[config.mk]
export PLATFORM = sky130hd
export DESIGN_NAME = tt_io_scan_bridge
export DESIGN_NICKNAME = d
export VERILOG_FILES = /design/src/rtl/tt_io_pkg.sv /design/src/rtl/hex7seg.sv /design/src/rtl/tt_io_scan_bridge.sv
export SDC_FILE = /design/constraint.sdc
export NUM_CORES = 1
export LEC_CHECK = 0
export CORE_AREA = 4 4 130 70
export DETAILED_ROUTE_END_ITERATION = 16
export DIE_AREA = 0 0 134 74
export PLACE_DENSITY = 0.84
export SETUP_SLACK_MARGIN = 0.1
export SLEW_MARGIN = 0
export SYNTH_ARGS = -nofsm -noshare
export SYNTH_HDL_FRONTEND = slang
export SYNTH_SLANG_ARGS = --single-unit
export TNS_END_PERCENT = 5
[constraint.sdc]
create_clock -name clk -period 6.8 [get_ports clk]
set_input_delay 1.36 -clock clk [delete_from_list [all_inputs] [get_ports clk]]
set_output_delay 1.36 -clock clk [all_outputs]
set_load 0.02 [all_outputs]
[src/rtl/tt_io_pkg.sv]
// Shared definitions for the TinyTapeout pad bridge: mode encodings, the
// 7-segment hex font and the "everything off" pin patterns.
package tt_io_pkg;

    typedef enum logic [1:0] {
        MODE_LED   = 2'd0,
        MODE_SEG   = 2'd1,
        MODE_LEDIN = 2'd2,
        MODE_RSVD  = 2'd3
    } mode_e;

    // Bit 0 = segment a ... bit 6 = segment g.
    localparam logic [6:0] SEG7_FONT [16] = '{
        7'h3F, 7'h06, 7'h5B, 7'h4F, 7'h66, 7'h6D, 7'h7D, 7'h07,
        7'h7F, 7'h6F, 7'h77, 7'h7C, 7'h39, 7'h5E, 7'h79, 7'h71
    };

    function automatic logic [7:0] seg_off(input logic active_low);
        return active_low ? 8'hFF : 8'h00;
    endfunction

    // Inactive level on the anode pins; bits at or above the digit count stay 0.
    function automatic logic [7:0] an_off(input logic active_low, input int digits);
        logic [7:0] v;
        v = '0;
        for (int i = 0; i < 8; i++) begin
            if (i < digits) begin
                v[i] = active_low;
            end
        end
        return v;
    endfunction

endpackage

[src/rtl/hex7seg.sv]
// Combinational hex nibble + decimal point to 7-segment byte (active-high).
module hex7seg
    import tt_io_pkg::*;
(
    input  logic [3:0] nibble_i,
    input  logic       dp_i,
    output logic [7:0] seg_o
);

    assign seg_o = {dp_i, SEG7_FONT[nibble_i]};

endmodule

[src/rtl/tt_io_scan_bridge.sv]
// Pad-side bridge: synchronises switch pads to the core and drives LEDs or a
// scanned multi-digit 7-segment display onto the TinyTapeout output pins.
module tt_io_scan_bridge
    import tt_io_pkg::*;
#(
    parameter int DIGITS      = 4,
    parameter int SCAN_DIV    = 1024,
    parameter int BLANK_CYC   = 2,
    parameter int SYNC_STAGES = 2,
    parameter int ACTIVE_LOW  = 0,
    parameter int BLANK_LZ    = 1
) (
    input  logic                  clk,
    input  logic                  rst,
    input  logic [7:0]            ui_in,
    input  logic [7:0]            uio_in,
    input  logic [1:0]            mode,
    input  logic [15:0]           led_in,
    input  logic [4*DIGITS-1:0]   hex_in,
    input  logic [DIGITS-1:0]     dp_in,
    output logic [15:0]           sw_sync,
    output logic                  sw_change,
    output logic [7:0]            uo_out,
    output logic [7:0]            uio_out,
    output logic [7:0]            uio_oe
);

    localparam int CNT_W = (SCAN_DIV > 1) ? $clog2(SCAN_DIV) : 1;
    localparam int IDX_W = (DIGITS > 1) ? $clog2(DIGITS) : 1;
    localparam logic [7:0] AN_MASK = an_off(1'b1, DIGITS);
    localparam logic [7:0] SEG_IDLE = seg_off(ACTIVE_LOW != 0);
    localparam logic [7:0] AN_IDLE  = an_off(ACTIVE_LOW != 0, DIGITS);

    mode_e mode_q, mode_d;
    assign mode_d = mode_e'(mode);

    // ---------------- switch input path ----------------
    logic [15:0]                  raw;
    logic [SYNC_STAGES-1:0][15:0] sync_q;
    logic [15:0]                  sw_prev_q;
    logic                         sw_change_q;

    // The high pad byte is only an input while the bidirectional pins are released.
    assign raw = {(mode_q == MODE_LEDIN) ? uio_in : 8'h00, ui_in};

    always_ff @(posedge clk) begin
        if (rst) begin
            sync_q      <= '0;
            sw_prev_q   <= '0;
            sw_change_q <= 1'b0;
        end else begin
            sync_q      <= {sync_q[SYNC_STAGES-2:0], raw};
            sw_prev_q   <= sync_q[SYNC_STAGES-1];
            sw_change_q <= (sync_q[SYNC_STAGES-1] != sw_prev_q);
        end
    end

    assign sw_sync   = sync_q[SYNC_STAGES-1];
    assign sw_change = sw_change_q;

    // ---------------- digit scanner ----------------
    logic [CNT_W-1:0] cnt_q, cnt_d;
    logic [IDX_W-1:0] idx_q, idx_d;

    always_comb begin
        cnt_d = cnt_q;
        idx_d = idx_q;
        if (mode_d == MODE_SEG) begin
            if (mode_q != MODE_SEG) begin
                cnt_d = '0;
                idx_d = '0;
            end else if (cnt_q == CNT_W'(SCAN_DIV - 1)) begin
                cnt_d = '0;
                idx_d = (idx_q == IDX_W'(DIGITS - 1)) ? '0 : idx_q + IDX_W'(1);
            end else begin
                cnt_d = cnt_q + CNT_W'(1);
            end
        end
    end

    logic [7:0]        seg_all [DIGITS];
    logic [DIGITS-1:0] lz_blank;
    logic [7:0]        an_vec;

    for (genvar gi = 0; gi < DIGITS; gi++) begin : g_digit
        hex7seg u_hex7seg (
            .nibble_i (hex_in[4*gi +: 4]),
            .dp_i     (dp_in[gi]),
            .seg_o    (seg_all[gi])
        );
        // A digit is a leading zero when it and every digit to its left are 0.
        if (gi == 0) begin : g_lz0
            assign lz_blank[gi] = 1'b0;
        end else begin : g_lzn
            assign lz_blank[gi] = (BLANK_LZ != 0) && (hex_in[4*DIGITS-1:4*gi] == '0);
        end
    end

    for (genvar gi = 0; gi < 8; gi++) begin : g_anode
        if (gi < DIGITS) begin : g_used
            assign an_vec[gi] = (idx_d == IDX_W'(gi));
        end else begin : g_unused
            assign an_vec[gi] = 1'b0;
        end
    end

    // ---------------- pin outputs ----------------
    logic [7:0] uo_q, uo_d, uio_q, uio_d, oe_q, oe_d;
    logic       slot_blank;

    always_comb begin
        uo_d       = '0;
        uio_d      = '0;
        oe_d       = '0;
        slot_blank = (int'(cnt_d) < BLANK_CYC) || lz_blank[idx_d];
        case (mode_d)
            MODE_SEG: begin
                oe_d = AN_MASK;
                if (slot_blank) begin
                    uo_d  = SEG_IDLE;
                    uio_d = AN_IDLE;
                end else begin
                    uo_d  = (ACTIVE_LOW != 0) ? ~seg_all[idx_d] : seg_all[idx_d];
                    uio_d = (ACTIVE_LOW != 0) ? (an_vec ^ AN_MASK) : an_vec;
                end
            end
            MODE_LEDIN: begin
                uo_d = led_in[7:0];
            end
            default: begin
                uo_d  = led_in[7:0];
                uio_d = led_in[15:8];
                oe_d  = 8'hFF;
            end
        endcase
    end

    always_ff @(posedge clk) begin
        if (rst) begin
            mode_q <= MODE_LED;
            cnt_q  <= '0;
            idx_q  <= '0;
            uo_q   <= '0;
            uio_q  <= '0;
            oe_q   <= '0;
        end else begin
            mode_q <= mode_d;
            cnt_q  <= cnt_d;
            idx_q  <= idx_d;
            uo_q   <= uo_d;
            uio_q  <= uio_d;
            oe_q   <= oe_d;
        end
    end

    assign uo_out  = uo_q;
    assign uio_out = uio_q;
    assign uio_oe  = oe_q;

endmodule

After elaboration in Yosys (flattened, before gate mapping)
Memory sizes are Yosys's and may differ from the RTL's. Cells that the tools add are included.

$add $sub $neg: 2. $lt $le $gt $ge: 7. Equality and inequality tests: 10. Muxes and demuxes: 25. Bitwise operators: 6. Reductions and logical operators: 6.

Operator list (number): two-way mux 7 bit (8); two-way mux 8 bit (4); case mux 8 bit (2 select lines) (2); two-way mux 10 bit (3); >= comparator 5 bit (second input constant) (4); inverter 4 -> 5 bit (4); binary-select mux 8 bit (select 2 bit) (1); != test 16 bit (1); logical NOT 12 bit (1); adder 10 x 1 -> 10 bit (second input constant) (1); == test 10 bit (second input constant) (1); == test 2 bit (second input constant) (5); less-than comparator 10 x 2 -> 1 bit (second input constant) (1); logical NOT 8 bit (1); two-way mux 2 bit (4); == test 2 x 1 -> 1 bit (second input constant) (2); logical NOT 4 bit (1); two-way mux 4 bit (1); >= comparator 3 bit (second input constant) (1); less-than comparator 2 x 3 -> 1 bit (second input constant) (1); inverter 2 -> 3 bit (1); adder 2 x 1 -> 2 bit (second input constant) (1); binary-select mux 1 bit (select 2 bit) (1); logical NOT 2 bit (1); other kinds (5) (5).

Register bits: 87. ROM bits: 448. Input port bits: 56. Output and inout port bits: 41. Word-level logic and storage cells: 71. Memories kept: 4.

Memory list: (no name shown) (words 16, width 7, read ports 1, clocked after memory_dff 0, write ports 0, RTL line hex7seg.sv:10) `assign seg_o = {dp_i, SEG7_FONT[nibble_i]};`; (no name shown) (words 16, width 7, read ports 1, clocked after memory_dff 0, write ports 0, RTL line hex7seg.sv:10); (no name shown) (words 16, width 7, read ports 1, clocked after memory_dff 0, write ports 0, RTL line hex7seg.sv:10); (no name shown) (words 16, width 7, read ports 1, clocked after memory_dff 0, write ports 0, RTL line hex7seg.sv:10).

Longest topological paths before layout
Gate-level depths: netlist (run 1).

Depth in word-level cells: 11. Gate-level depth with buffers: 10. Depth with buffers taken out: 8.

Modules after synthesis
From an unflattened synthesis (run 1), not the netlist that was laid out.

Cells, all modules: 491. Area total of the unflattened synthesis: 4702.0 sq um.

Modules (own cells, without submodules): tt_io_scan_bridge (instances 1, cells each 355, area each 3520.9 sq um, sequential area each 1621.6 sq um); hex7seg (instances 4, cells each 34, area each 295.3 sq um, sequential area each 0.0 sq um).

Worst setup path before layout (run 1)
Ideal clock, no wire load.

Path kind: input -> register. From: input hex_in[8]. To: register uo_q[0], in the netlist uo_out[0]. Library setup time: 0.133 ns. Arrival: 2.997 ns. Required time: 6.667 ns. Slack: 3.670 ns. Cell stages on the path: 8. Path buffers: 0. Cells stage by stage: inv_1 > ha_1 > or3b_2 > or3b_2 > nand3_1 > a32oi_1 > o21ai_2 > o31ai_1.

Word-level cells in the longest chain between the ends: 9. Elaborated cells on any way between the ends: 14. Classes of those cells: mux (9); bitwise (1); reduce/logical (3); memory (1).

RTL lines: start: declaration (RTL line tt_io_scan_bridge.sv:19) `input logic [4*DIGITS-1:0] hex_in,`; inverter 4 -> 5 bit (not written as such) (RTL line hex7seg.sv:10); memory (16 x 7 bit); two-way mux 7 bit (not written as such) (2 in a row) (RTL line hex7seg.sv:10); binary-select mux 8 bit (select 2 bit) (RTL line tt_io_scan_bridge.sv:123) `uo_d = (ACTIVE_LOW != 0) ? ~seg_all[idx_d] : seg_all[idx_d];`; two-way mux 8 bit (not written as such) (2 in a row) (RTL line tt_io_scan_bridge.sv:123); two-way mux 8 bit * (RTL line tt_io_scan_bridge.sv:119) `if (slot_blank) begin`; two-way mux 8 bit * (RTL line tt_io_scan_bridge.sv:116) `case (mode_d)`; end signal: assignment (RTL line tt_io_scan_bridge.sv:150) `uo_q <= uo_d;`; end: declaration (RTL line tt_io_scan_bridge.sv:108) `logic [7:0] uo_q, uo_d, uio_q, uio_d, oe_q, oe_d;`.

Every way passes the cells marked *; elsewhere a longest branch is shown, timed or not. The select of a mux whose other input is x is not followed. A chain may end at the register's enable or synchronous reset.

Worst setup path after layout (run 1)
From: input mode[1]. To: register uo_q[3], in the netlist uo_out[3].

Word-level cells in the longest chain between the ends: 8. Elaborated cells on any way between the ends: 13. Classes of those cells: order compare (1); eq/ne (1); mux (9); bitwise (1); reduce/logical (1).

RTL lines: start: declaration (RTL line tt_io_scan_bridge.sv:17) `input logic [1:0] mode,`; == test 2 x 1 -> 1 bit * (RTL line tt_io_scan_bridge.sv:68, tt_io_scan_bridge.sv:116); branches (longest 6 deep; another with less-than comparator 10 x 2 -> 1 bit); two-way mux 8 bit * (RTL line tt_io_scan_bridge.sv:116).

Mark *: on every way between the ends. The select of a mux whose other input is x is not followed.

==> flow_metrics.tcl, run 1 <==
set metrics [dict create \
    cts_resized 0 \
    outcome "finished clean" \
    core_area_um2 7860 \
    setup_violations 0 \
    r2r_end "uo_out[3]" \
    syn-instance-count 457 \
    rsz0062_at_grt "false" \
    power_density_nw_per_um2 220 \
    root_buffer "clkbuf_16" \
    fill_cells 608 \
    multi_input_area_um2 2340 \
    critPathRequiredTime_ns 7.00 \
    synthDistinctLibCells 50 \
    worstPathCellList "clkdlybuf4s50_1 > inv_1 > ha_1 > and3_2 > nand4_1 > a21oi_1 > a32oi_1 > o21ai_2 > o31ai_1" \
    port_buffers 96 \
    rr_startpoint "cnt_q[1]" \
    cts.path.max_buffers 2 \
    grt_pass1_wl_um 14400 \
    gp_congestion 0.825 \
    yosysTopAreaCellShare_pct 37.9 \
    fp.dieW_um 134 \
    finalSetupTns_ns 0 \
    startpoint "mode[1]" \
    wirelength_um 8840 \
    fmax_ghz 0.235 \
    clk_pin_slew_ns 0.06 \
    first_global_vias 3076 \
    dr.first_iter.drc_count 149 \
    r2r_slack_ns 3.91 \
    critPathCaptureType "flop" \
    drv_slew 0 \
    register_area_um2 1620 \
    leakagePower_nw 2.20 \
    synth.avg_cell_area_um2 9.37 \
    synth-edff-count 0 \
    cts.sinks 81 \
    dr_total_vias 3240 \
    crit_path_max_fanout 16 \
    reg2reg_depth 7 \
    netlist_area_um2 4280 \
    yosysTopAreaCell "dfxtp_1" \
    period_share_pct 62.6 \
    postPlaceCellArea_um2 5110 \
    dieArea_um2 9920 \
    critical_path_class "primary input to flop" \
    cts_hold_buffers 0 \
    synth.area.top_cells "dfxtp_1, nor2b_1, ha_1" \
    viasPerCell 5.09 \
    synth_most_common_cell "dfxtp_1" \
    initial_utilization_pct 54.5 \
    dp_hpwl_um 6590 \
    period_needed_ns 4.26 \
    cts_setup_buffers 0 \
    worstSkewPairLatency_ns 0.33 \
    synthArstFlopShare_pct 0 \
    startpoint_type "primary input" \
    syn_nets 537 \
    final_area_um2 5460 \
    seq_area_frac_synth_pct 37.9 \
    die_h_um 74 \
    crit_end "uo_out[3]" \
    min_path_type "flop to flop" \
    ant_nets 0 \
    maxCapViolations 0 \
    grt_max_degree 58 \
    synth_common_cells "dfxtp_1, nor2b_1, nand2_1, mux2i_1, nor2_1" \
    worst_pin_slew_ns 1.27 \
    drc 0 \
    ys_seq_elements 81 \
    first_pass_iters 4 \
    final-hold-violation-count 0 \
    peakVddDrop_mv 0.104 \
    finClkSkew_ns 0.00367 \
    critPathTopFamily "compound AO/OA/AOI/OAI gates" \
    grt_remaining_overflow 0 \
    nets 600 \
    cts-buffers-inserted 9 \
    ys_warn_count 0 \
    layout-drive-gt1-share_pct 8.59 \
    ys.flop_type "dfxtp_1" \
    cp.depth 9 \
    area_growth_pct 27.4 \
    routedWlPerCell_um 13.9 \
    cp_slowest_cell "a21oi_1" \
    cpPeakStageDelay_ns 1.00 \
    insertedDiodeCount 0 \
    ctsHtreeMaxLevel 3 \
    io_pins 97 \
    slew_headroom_pct 15.1 \
    path_buf_inv 2 \
    crit_arrival_ns 4.46 \
    cts_tree "done" \
    num_rows 23 \
    track_usage_pct 18.1 \
    antenna_found_initial 0 \
]
[where the power goes]
| group | leakage, nW | internal, mW | switching, mW |
|---|---|---|---|
| logic | 1.37 | 0.0851 | 0.0766 |
| clock network | 0.162 | 0.358 | 0.183 |
| registers | 0.662 | 0.490 | 0.00619 |
[cell families after synthesis]
family                     after synthesis  synth area share, %
AOI/OAI and AO/OA                       57                 9.94
muxes                                   37                 9.99
and+or+nand+nor                        177                 23.1
adders and majority gates               24                 7.01
xor gates and xnor gates                22                 4.50
buffers and inverters                   59                 7.54
DFF                                     81                 37.9
[cell type report]
cell class | count | share of cell area (%)
Tap cell | 112 | 2.57
Timing Repair Buffer | 97 | 17.7
Clock buffer | 9 | 4.13
Sequential cell | 81 | 29.7
Multi-Input combinational cell | 317 | 42.8
Inverter | 14 | 0.963
Clock inverter | 6 | 2.11
[worst min path at each step]
stage / startpoint / end / slack [ns] / cells after the start
6_report: sync_q[12] / sw_sync[12] / 0.43 / 1
3_3_place_gp: sync_q[6] / sw_sync[6] / 0.42 / 1
3_5_place_dp: sync_q[4] / sw_sync[4] / 0.42 / 1
4_1_cts: sync_q[4] / sw_sync[4] / 0.44 / 1
5_1_grt: sync_q[8] / sw_sync[8] / 0.45 / 1
2_1_floorplan: sync_q[0] / sw_sync[0] / 0.41 / 1
[worst reg2reg max path, stage by stage, from the launching register on]
cell,delay (ns)
dfxtp_1,0.37
ha_1,0.30
and3_2,0.28
nand4_1,0.09
a21oi_1,1.00
a32oi_1,0.31
o21ai_2,0.29
o31ai_1,0.13
[sequential cells by signal, summed over array words and instances, names as in the netlist]
signal / cells
cnt_q: 10
uo_out: 8
sw_prev_q: 16
sw_change: 1
sw_sync: 16
mode_q: 2
uio_oe: 2
uio_out: 8
sync_q: 16
idx_q: 2
[layer usage]
layer	wire length [um]	track usage [%]
met5	0	0
met4	143	6.39
met3	290	3.58
met2	4570	33.4
met1	3840	21.5
[through the flow]
stage	worst slack, ns	total power, mW	instances	util, %	hold WS [ns]
floorplan	3.67	0.601	457	-	0.414
global placement	2.34	0.665	621	65.1	0.417
detailed placement	2.27	0.668	621	65.1	0.420
CTS	2.62	1.21	636	69.4	0.436
global route	2.29	1.25	636	69.4	0.447
finish	2.54	1.20	636	69.4	0.433
[cells in the final DEF, fill, tap and decap left out, types with 2 or more instances in the layout]
master,Yosys,layout
nand2b_1,6,6
nor4_1,2,2
o31ai_2,3,3
a21oi_1,8,8
clkbuf_16,0,9
bufinv_16,0,3
and3_1,3,3
or3b_2,6,6
o32ai_1,4,4
a211o_1,2,2
a22oi_1,5,5
inv_1,14,14
nor2_1,27,27
nor3_1,9,9
and2_1,13,13
nor2b_1,52,52
clkdlybuf4s50_1,0,95
nor3b_1,2,2
a32oi_1,6,6
dfxtp_1,81,81
nand3_1,9,9
xnor2_1,19,19
nand4_1,6,6
and4_1,2,2
mux2_2,6,6
ha_1,24,24
xor2_1,3,3
mux4_2,4,4
mux2i_1,27,27
nand2_1,32,32
o211ai_1,2,2
o31ai_1,8,8
o21ai_0,12,12
(Power assumes the default switching activity.)
==> run 2: changes to the inputs <==
Settings changed: CORE_AREA 4 4 130 70 to 4 4 142 76, DIE_AREA 0 0 134 74 to 0 0 146 80, PLACE_DENSITY 0.84 to 0.75.
Clock period 6.8 ns to 3.5 ns, I/O delays scaled along.
==> flow_metrics.tcl, run 2 (synthesized netlist as in run 1, its figures left out) <==
set metrics [dict create \
    outcome "finished clean" \
    insertedDiodeCount 0 \
    finalNonFillerCells 650 \
    antenna_found_initial 0 \
    finClkSkew_ns 0.00626 \
    cts_tree "done" \
    num_rows 25 \
    maxCapViolations 0 \
    drc 0 \
    fmax_ghz 0.322 \
    root_buffer "clkbuf_16" \
    place_inst 634 \
    die_h_um 80 \
    cts_setup_buffers 0 \
    ctsHtreeMaxLevel 3 \
    slew_headroom_pct 57.2 \
    rsz0062_at_grt "false" \
    total_power_mw 2.17 \
    dp_hpwl_um 6810 \
    finalSetupTns_ns 0 \
    viasPerCell 5.01 \
    wirelength_um 8940 \
    cts_resized 0 \
    worstSkewPairLatency_ns 0.33 \
    startpoint "mode[0]" \
    peakVddDrop_mv 0.245 \
    dieArea_um2 11700 \
    r2r_slack_ns 1.16 \
    fp.dieW_um 146 \
    startpoint_type "primary input" \
    crit_path_max_fanout 16 \
    critPathRequiredTime_ns 3.70 \
    ant_nets 0 \
    critPathCaptureType "flop" \
    first_pass_iters 5 \
    dr.first_iter.drc_count 119 \
    utilization_pct 58.4 \
    cts_hold_buffers 0 \
    cts-buffers-inserted 9 \
    power_density_nw_per_um2 397 \
    core_area_um2 9350 \
    leakagePower_nw 2.19 \
    drv_slew 0 \
    critical_path_class "primary input to flop" \
    layout-drive-gt1-share_pct 9.45 \
    final_common_cell "clkdlybuf4s50_1" \
    whs_endpoint "sw_sync[2]" \
    routedWlPerCell_um 13.8 \
    final-hold-violation-count 0 \
    initial_utilization_pct 45.8 \
    dr_total_vias 3259 \
    nets 604 \
    first_global_vias 3147 \
    clk_pin_slew_ns 0.06 \
    grt_remaining_overflow 0 \
    worst_pin_slew_ns 0.641 \
    port_buffers 96 \
    gp_congestion 0.817 \
    rr_startpoint "cnt_q[0]" \
    io_pins 97 \
    crit_arrival_ns 3.30 \
    r2r_end "uo_out[1]" \
    period_share_pct 88.7 \
    setup_violations 0 \
    final_cell_mix "clkdlybuf4s50_1, dfxtp_1, nor2b_1" \
    reg2reg_depth 8 \
    grt_pass1_wl_um 15000 \
    cts.sinks 81 \
    track_usage_pct 15.6 \
    period_needed_ns 3.10 \
    min_path_type "flop to flop" \
    hold_path.startpoint "sync_q[2]" \
    whs_path_depth 1 \
    postPlaceCellArea_um2 5170 \
    cts.path.max_buffers 2 \
    grt_max_degree 42 \
    final_area_um2 5460 \
    area_growth_pct 27.5 \
]
[run 2: routing by layer]
layer / wire length (um) / global-route usage, % / vias to the layer above
met5: 0 / 0 / -
met1: 4180 / 19.6 / 1493
met4: 44 / 3.94 / 0
li1: - / - / 1691
met2: 4360 / 27.7 / 71
met3: 348 / 3.06 / 4
[run 2: cell type report]
| cell class | count | area (um^2) |
|---|---|---|
| inverter | 14 | 52.6 |
| multi-input combinational | 317 | 2340 |
| fill | 821 | 3890 |
| sequential | 81 | 1620 |
| tap | 121 | 151 |
| clock inverter | 6 | 51.3 |
| clock buffer | 10 | 239 |
| timing repair buffer | 101 | 1010 |
[run 2: metrics by stage]
step | worst slack, ns | hold WS [ns]
3_5_place_dp | 0.123 | 0.423
3_3_place_gp | 0.199 | 0.417
4_1_cts | 0.437 | 0.435
2_1_floorplan | 1.03 | 0.414
5_1_grt | 0.184 | 0.449
6_report | 0.396 | 0.432
[run 2: worst max-delay path by stage]
stage	end
final	uo_out[1]
after CTS	uo_out[1]
after global placement	uo_out[4]
after global routing	uo_out[1]
after detailed placement	uo_out[1]
after floorplan	uo_out[0]
[run 2: critical path: stages]
cell and delay [ns]:
clkdlybuf4s50_1 0.51, ha_1 0.47, nand4_1 0.31, a211o_1 0.36, a21oi_1 0.21, a21oi_1 0.17, o21ai_2 0.42, o31ai_1 0.14
[run 2: report_power, final]
part / leakage, nW / internal, mW / switching, mW
registers: 0.662 / 0.952 / 0.0123
logic: 1.40 / 0.167 / 0.148
clock network: 0.133 / 0.508 / 0.380
total: 2.19 / 1.63 / 0.540
==> run 3: changes to the inputs <==
Settings changed: GPL_TIMING_DRIVEN set to 0.
==> flow_metrics.tcl, run 3 (synthesized netlist as in run 1, its figures left out) <==
set metrics [dict create \
    cts_setup_buffers 0 \
    worstPathCellList "clkdlybuf4s50_1 > inv_1 > ha_1 > and2_1 > clkbuf_1 > a21oi_1 > buf_2 > mux2_2 > o31ai_1" \
    final_cell_mix "clkdlybuf4s50_1, dfxtp_1, nor2b_1" \
    first_pass_iters 5 \
    drv_slew 0 \
    grt_max_degree 15 \
    reg2reg_depth 7 \
    fp.dieW_um 146 \
    crit_path_max_fanout 10 \
    dp_hpwl_um 7420 \
    power_density_nw_per_um2 411 \
    postPlaceCellArea_um2 5390 \
    wl_met3_um 426 \
    clk_pin_slew_ns 0.06 \
    critical_path_class "primary input to flop" \
    drc 0 \
    highest_layer "met4" \
    dieArea_um2 11700 \
    period_share_pct 88.3 \
    rr_startpoint "cnt_q[0]" \
    finalSetupTns_ns 0 \
    grt_remaining_overflow 0 \
    cpPeakStageDelay_ns 0.51 \
    fill_cells 798 \
    dr_total_vias 3436 \
    critPathCaptureType "flop" \
    cp_slowest_cell "a21oi_1" \
    outcome "finished clean" \
    path_buf_inv 4 \
    die_h_um 80 \
    place_inst 674 \
    area_growth_pct 33.9 \
    dr.first_iter.drc_count 124 \
    final-hold-violation-count 0 \
    gp_congestion 0.851 \
    maxCapViolations 0 \
    final_area_um2 5730 \
    finalNonFillerCells 689 \
    crit_arrival_ns 3.33 \
    final_common_cell "clkdlybuf4s50_1" \
    track_usage_pct 16.8 \
    nets 644 \
    r2r_end "uo_out[2]" \
    port_buffers 96 \
    hold_path.startpoint "sync_q[3]" \
    cts.sinks 81 \
    slew_headroom_pct 44.8 \
    cts-buffers-inserted 9 \
    insertedDiodeCount 0 \
    critPathTopFamily "buffers and inverters" \
    first_global_vias 3362 \
    rsz0062_at_grt "false" \
    io_pins 97 \
    finClkSkew_ns 0.00506 \
    routedWlPerCell_um 13.9 \
    worst_pin_slew_ns 0.826 \
    register_area_um2 1620 \
    cts_resized 0 \
    num_rows 25 \
    critPathRequiredTime_ns 3.74 \
    startpoint_type "primary input" \
    ant_nets 0 \
    cts_tree "done" \
    wl_met2_um 4790 \
    ctsHtreeMaxLevel 3 \
    cts_hold_buffers 0 \
    viasPerCell 4.99 \
    antenna_found_initial 0 \
    period_needed_ns 3.09 \
    fmax_ghz 0.324 \
    multi_input_area_um2 2340 \
    layout-drive-gt1-share_pct 12.5 \
    worstSkewPairLatency_ns 0.32 \
    wl_met1_um 4160 \
    initial_utilization_pct 45.8 \
    setup_violations 0 \
    grt_pass1_wl_um 16000 \
    whs_endpoint "sw_sync[3]" \
    whs_path_depth 1 \
    startpoint "mode[1]" \
    wirelength_um 9540 \
    core_area_um2 9350 \
    root_buffer "clkbuf_16" \
    r2r_slack_ns 0.94 \
    cts.path.max_buffers 2 \
    min_path_type "flop to flop" \
    peakVddDrop_mv 0.253 \
    leakagePower_nw 2.36 \
]
## run 3: changes by cell type in the layout (fill, tap and decap cells not counted), moves of 2 or more
cell	change
clkinvlp_4	-2
buf_2	+2
buf_4	+20
clkbuf_1	+16
bufinv_16	+3
## run 3: final cells by class
class | count | share of cell area, %
inverter | 14 | 0.916
multi-input combinational | 317 | 40.8
sequential | 81 | 28.3
buffer | 45 | 4.71
tap | 121 | 2.64
clock buffer | 9 | 3.93
clock inverter | 6 | 2.01
timing repair buffer | 96 | 16.8
## run 3: routing by layer
metal	vias to the layer above	global-route usage (%)
li1	1757	-
met2	80	30.2
met1	1587	20.0
met5	-	0
met4	0	6.00
met3	12	3.74
## run 3: stage by stage
step	total power, mW	setup slack [ns]	util (%)	hold slack (ns)
after floorplan	1.17	1.03	-	0.414
after global placement	1.31	0.110	57.7	0.417
after detailed placement	1.32	0.0731	57.7	0.421
after CTS	2.38	0.406	61.3	0.430
after global routing	2.45	0.218	61.3	0.439
final	2.36	0.409	61.3	0.429
## run 3: worst max path at each step
stage / end / slack [ns] / cells after the start
after floorplan: uo_out[0] / 1.03 / 8
after global placement: uo_out[2] / 0.11 / 8
after detailed placement: uo_out[2] / 0.07 / 8
after CTS: uo_out[2] / 0.41 / 8
after global routing: uo_out[2] / 0.22 / 8
final: uo_out[2] / 0.41 / 9
## run 3: power by group
part	switching [mW]	internal, mW
Combinational	0.156	0.181
Sequential	0.0118	0.952
Clock	0.361	0.697
Total	0.528	1.83
